===== config.mk =====
export PLATFORM = sky130hd
export DESIGN_NAME = fifo_rr_scheduler
export DESIGN_NICKNAME = d
export VERILOG_FILES = /design/src/rtl/fifo_sched_pkg.sv /design/src/rtl/rr_pick.sv /design/src/rtl/fifo_rr_scheduler.sv
export SDC_FILE = /design/constraint.sdc
export NUM_CORES = 1
export LEC_CHECK = 0
export BUFFER_PORTS_ARGS = -buffer_cell sky130_fd_sc_hd__buf_4
export CAP_MARGIN = 20
export CORE_MARGIN = 8
export CORE_UTILIZATION = 40
export DETAILED_ROUTE_END_ITERATION = 16
export PLACE_DENSITY = 0.7
export SYNTH_ARGS = -nofsm -noshare
export SYNTH_HDL_FRONTEND = slang
export SYNTH_SLANG_ARGS = --single-unit

===== constraint.sdc =====
create_clock -name clk -period 2.9 [get_ports clk]
set_input_delay 0.58 -clock clk [delete_from_list [all_inputs] [get_ports clk]]
set_output_delay 0.58 -clock clk [all_outputs]
set_load 0.02 [all_outputs]

===== src/rtl/fifo_sched_pkg.sv =====
// Shared types and helpers for the fifo_rr_scheduler block.
package fifo_sched_pkg;

  typedef enum logic [0:0] {
    IDLE = 1'b0,
    HOLD = 1'b1
  } sched_state_t;

  localparam int STAT_W = 16;

  // Width of a FIFO index; never narrower than one bit.
  function automatic int id_w(input int n);
    if (n <= 2) begin
      return 1;
    end else begin
      return $clog2(n);
    end
  endfunction

endpackage


===== src/rtl/rr_pick.sv =====
// Rotate-priority picker: first eligible index at or after rr_ptr, with wrap.
module rr_pick
  import fifo_sched_pkg::*;
#(
  parameter int NUM_FIFOS = 4,
  localparam int ID_W = id_w(NUM_FIFOS)
) (
  input  logic [NUM_FIFOS-1:0] elig,
  input  logic [ID_W-1:0]      rr_ptr,
  output logic                 grant_valid,
  output logic [ID_W-1:0]      grant_idx
);

  localparam logic [ID_W:0] NUM_EXT = (ID_W+1)'(NUM_FIFOS);

  // Walk candidates farthest-first so the one nearest rr_ptr is written last.
  always_comb begin
    logic [ID_W:0]   sum_s;
    logic [ID_W:0]   wrap_s;
    logic [ID_W-1:0] idx_s;
    grant_valid = 1'b0;
    grant_idx   = '0;
    sum_s       = '0;
    wrap_s      = '0;
    idx_s       = '0;
    for (int k = NUM_FIFOS - 1; k >= 0; k--) begin
      sum_s       = {1'b0, rr_ptr} + (ID_W+1)'(k);
      wrap_s      = (sum_s >= NUM_EXT) ? (sum_s - NUM_EXT) : sum_s;
      idx_s       = wrap_s[ID_W-1:0];
      grant_valid = grant_valid | elig[idx_s];
      grant_idx   = elig[idx_s] ? idx_s : grant_idx;
    end
  end

endmodule


===== src/rtl/fifo_rr_scheduler.sv =====
// Round-robin burst scheduler draining NUM_FIFOS FWFT FIFOs onto one registered stream.
// Optional per-FIFO saturating grant counters are enabled with FIFO_SCHED_STATS_EN.
module fifo_rr_scheduler
  import fifo_sched_pkg::*;
#(
  parameter int DATA_WIDTH = 8,
  parameter int NUM_FIFOS  = 4,
  parameter int BURST_LEN  = 4,
  localparam int ID_W = id_w(NUM_FIFOS)
) (
  input  logic                            clk,
  input  logic                            rst_n,
  input  logic [NUM_FIFOS-1:0]            empty,
  input  logic [NUM_FIFOS*DATA_WIDTH-1:0] dout,
  output logic [NUM_FIFOS-1:0]            rd_en,
  input  logic [NUM_FIFOS-1:0]            req_mask,
  output logic                            out_valid,
  input  logic                            out_ready,
  output logic [DATA_WIDTH-1:0]           out_data,
  output logic [ID_W-1:0]                 out_id
`ifdef FIFO_SCHED_STATS_EN
  ,
  output logic [NUM_FIFOS*STAT_W-1:0]     grant_cnt
`endif
);

  localparam int              CNT_W     = 4;
  localparam logic [CNT_W-1:0] BURST_MAX = CNT_W'(BURST_LEN);
  localparam logic [ID_W-1:0]  LAST_IDX  = ID_W'(NUM_FIFOS - 1);

  sched_state_t         state_r;
  sched_state_t         state_nxt_s;
  logic [ID_W-1:0]      rr_ptr_r;
  logic [ID_W-1:0]      cur_r;
  logic [CNT_W-1:0]     burst_cnt_r;
  logic [NUM_FIFOS-1:0] elig_s;
  logic                 load_s;
  logic                 stay_s;
  logic                 pick_valid_s;
  logic                 grant_s;
  logic [ID_W-1:0]      pick_idx_s;
  logic [ID_W-1:0]      grant_idx_s;

  assign elig_s    = req_mask & ~empty;
  assign load_s    = ~out_valid | out_ready;
  assign stay_s    = elig_s[cur_r] & (burst_cnt_r < BURST_MAX);
  // Gated by rst_n so no FIFO is popped while the block is held in reset.
  assign grant_s     = rst_n & load_s & (stay_s | pick_valid_s);
  assign grant_idx_s = stay_s ? cur_r : pick_idx_s;
  assign out_valid   = (state_r == HOLD);

  rr_pick #(
    .NUM_FIFOS(NUM_FIFOS)
  ) u_pick (
    .elig       (elig_s),
    .rr_ptr     (rr_ptr_r),
    .grant_valid(pick_valid_s),
    .grant_idx  (pick_idx_s)
  );

  // Next-state decode and the combinational read strobe for the granted FIFO.
  always_comb begin
    state_nxt_s = state_r;
    rd_en       = '0;
    if (grant_s) begin
      rd_en[grant_idx_s] = 1'b1;
    end else begin
      rd_en = '0;
    end
    case (state_r)
      IDLE:    state_nxt_s = grant_s ? HOLD : IDLE;
      HOLD:    state_nxt_s = (out_ready & ~grant_s) ? IDLE : HOLD;
      default: state_nxt_s = IDLE;
    endcase
  end

  // State register, grant bookkeeping and output word capture.
  always_ff @(posedge clk or negedge rst_n) begin
    if (!rst_n) begin
      state_r     <= IDLE;
      rr_ptr_r    <= '0;
      cur_r       <= '0;
      burst_cnt_r <= '0;
      out_data    <= '0;
      out_id      <= '0;
    end else begin
      state_r <= state_nxt_s;
      if (grant_s) begin
        out_data <= dout[int'(grant_idx_s)*DATA_WIDTH +: DATA_WIDTH];
        out_id   <= grant_idx_s;
        cur_r    <= grant_idx_s;
        // Advancing the pointer on every grant keeps the first post-reset burst fair.
        rr_ptr_r <= (grant_idx_s == LAST_IDX) ? '0 : (grant_idx_s + 1'b1);
        if (grant_idx_s != cur_r) begin
          burst_cnt_r <= CNT_W'(1);
        end else if (burst_cnt_r < BURST_MAX) begin
          burst_cnt_r <= burst_cnt_r + CNT_W'(1);
        end else begin
          burst_cnt_r <= burst_cnt_r;
        end
      end else begin
        out_data    <= out_data;
        out_id      <= out_id;
        cur_r       <= cur_r;
        rr_ptr_r    <= rr_ptr_r;
        burst_cnt_r <= burst_cnt_r;
      end
    end
  end

`ifdef FIFO_SCHED_STATS_EN
  localparam logic [STAT_W-1:0] STAT_MAX = {STAT_W{1'b1}};

  for (genvar i = 0; i < NUM_FIFOS; i++) begin : g_stat
    logic [STAT_W-1:0] cnt_r;

    // Saturating count of read strobes issued to FIFO i.
    always_ff @(posedge clk or negedge rst_n) begin
      if (!rst_n) begin
        cnt_r <= '0;
      end else if (rd_en[i] && (cnt_r != STAT_MAX)) begin
        cnt_r <= cnt_r + STAT_W'(1);
      end else begin
        cnt_r <= cnt_r;
      end
    end

    assign grant_cnt[i*STAT_W +: STAT_W] = cnt_r;
  end
`endif

endmodule


==> results.md <==
- Run status: completed
- Skew final: 0.00522 ns
- Ports: 58
- Async SR Flop Fraction: 100%
- Hold-fix buffers, CTS: 0
- VDD IR max: between 0.4 and 0.5 mV
- Row cnt: 21
- Worst EP required: approximately 2.3 ns
- Cells after synthesis: 143
- WS Path Type: register to output port
- Critical path peak fanout: 5
- Post-synth top cells: dfrtp_1, and2_1, mux2i_1
- Final worst-path cycle share: between 90% and 100%
- Via count: around 1400
- Post-synthesis cell type count: 41
- Max Clk Rate: ~0.35 GHz
- Post-synthesis sequential area ratio: around a third
- Root Buffer: clkbuf_4
- Top area cells in the synthesized netlist: dfrtp_1, mux2i_1, a41oi_1, and2_1, ha_1
- Total GRT Usage: between 15 and 20%
- Largest net degree at the start of global routing: 24
- TNS Setup: 0 ns
- Worst slew margin: 66.9%
- Die Area: between 5000 and 6000 um2
- Clock Sinks: 17
- Total Routed Length: 4020 um
- Slew @ Worst Pin: 0.493 ns
- Initial antenna violation count: 0
- Max_cap viols: 0
- Reg2reg path depth: 8
- Hold Fails Final Rpt: 0
- Power Dens Cells: just under 800 nW/um2
- Period minus WS final: between 2 and 3 ns
- Drt wl/cell: 15.9 um
- Synth Flop Type: dfrtp_1
- Vias in the first global route: 1477
- Worst Path Arrival: 2.26 ns
- Number of routed nets with antenna violations: 0
- TritonRoute pass-1 iters: 4
- Number of buffers created by CTS: 3
- Placer Congestion: 0.927
- Startpoint class of the critical path: register
- Hold Crit Class: input port to asynchronous set/reset pin
- DRC: 0
- Clk slew on worst S/H paths: 0.11 ns
- Die width: about 74 um
- Syn_nets: 191
- Total core area: 3280 um2
- Yosys Warn Count: 0
- Final instance area: 1920 um2
- Placed cells: ~250
- Layout cell share with drive strength beyond 1: a little over two fifths
- Worst Setup End Kind: output port
- Dpl cell area: 1860 um2
- Final cell count without fillers: 252
- Total gr overflow: 0
- Synth-to-Final Area Change: 43.2%
- Avg Inst Size Synth: 9.36 um2
- Drt initial violations: 84
- H-tree levels: 1
- DPL Wire Length: 3210 um
- Worst skew pair latency: 0.29 ns
- Utilization after layout: 58.4%
- Syn Std Cell Area: 1340 um2
- Via-per-instance ratio: 5.51
- # fillers: about 290
- Count of input and output buffers: 57
- Fin worst setup slack: 0.0623 ns
- Synth top area share: roughly a third
- Max-slew violations: 0
- Number of synthesized flops with an enable pin: 0
- Leak: approximately 0.0009 uW
- First-pass GRT wire length: 6550 um
- FF+latch count, synth: 17
- CTS max path bufs: 2
- Antenna diode count: 0
- Nets: 255
- Most numerous cell in the Yosys netlist: dfrtp_1
- Chip Height: about 74 um
- CTS tree: done
- Final setup viols: 0
- Place WS: around 0.073 ns
- Post-synth top area cell: dfrtp_1
- RSZ-0062 raised after global routing: false
- Initial core utilization: 40.8%
## placed cells by master (no fill, tap or decap), types with 2 or more instances in the layout
cell / n
buf_4: 70
dfrtp_1: 16
mux2i_1: 9
and2_1: 9
a41oi_1: 8
o211ai_1: 8
nor2_1: 7
nand4_1: 7
nand2_1: 6
o21ai_0: 6
inv_1: 5
nand2b_1: 5
a21oi_1: 3
a211oi_1: 3
and2_4: 3
ha_1: 3
clkbuf_4: 3
nor2b_1: 2
nor2b_4: 2
a221oi_1: 2
xnor2_1: 2
a31oi_1: 2
a2111oi_0: 2
o31ai_1: 2
## area by class of cell
cell class                      count  area (um2)  share of cell area [%]
Clock buffer                        3        22.5                    1.17
Clock inverter                      1        5.00                   0.261
Inverter                            7        33.8                    1.76
Multi-Input combinational cell    108         846                    44.1
Sequential cell                    17         427                    22.3
Tap cell                           46        57.6                    3.00
Timing Repair Buffer               70         526                    27.4
## worst max-delay path, cell delays in order, from the launching register on
cell and delay (ns):
dfrtp_2 0.44, inv_4 0.08, mux4_2 0.52, and2_4 0.20, o21ai_4 0.22, inv_6 0.06, ha_2 0.17, and2_4 0.13
buf_4 0.15
## cells by family (layout without fill, tap and decap cells)
family                     count (synthesis)  in the layout  synth area share [%]
DFF                                       17             17                  31.8
xor gates and xnor gates                   3              3                  1.96
adders and majority gates                  5              5                  4.67
buffers and inverters                     18             81                  7.66
muxes                                     10             10                  8.41
and+or+nand+nor                           45             45                  19.3
AOI/OAI and AO/OA                         45             45                  26.2
## state kept, by name, summed over array words and instances (netlist names)
| signal | cells |
|---|---|
| burst_cnt_r | 4 |
| out_valid | 1 |
| cur_r | 2 |
| rr_ptr_r | 2 |
| out_data | 8 |
## where the power goes
part	switching, uW	leakage [uW]	internal (uW)	total, uW
combinational	492	0.000669	430	922
sequential	84.7	0.000208	336	421
clock	81.0	0.0000177	51.3	132
## path summary, 6_finish.rpt
kind / slack (ns) / end / startpoint
max in group asynchronous: 2.55 / cur_r[1] / rst_n
max: 0.06 / rd_en[0] / cur_r[1]
max reg2reg: 0.74 / out_data[6] / cur_r[1]
min in group clk: 0.54 / out_data[5] / dout[5]
min reg2reg: 0.54 / burst_cnt_r[2] / burst_cnt_r[2]
min: 0.14 / burst_cnt_r[3] / rst_n
## through the flow
| step | power (uW) | hold WS [ns] |
|---|---|---|
| 2_1_floorplan | 1010 | 0.284 |
| 3_3_place_gp | 1300 | 0.466 |
| 3_5_place_dp | 1320 | 0.471 |
| 4_1_cts | 1470 | 0.137 |
| 5_1_grt | 1590 | 0.133 |
| 6_report | 1480 | 0.135 |
## per-layer routing
layer	up-vias	wire [um]	track usage (%)
met1	643	1690	17.2
met5	-	0	0
met3	4	393	5.05
met2	73	1880	25.5
met4	0	54	5.32
li1	669	-	-
## what timing repair did
item,in CTS,in global routing
pin swaps,1,2
buffers inserted,2,1
setup endpoints to repair,3,3
resized for setup,1,1
cloned,0,0
No activity file was read; power rests on OpenSTA's default activity.
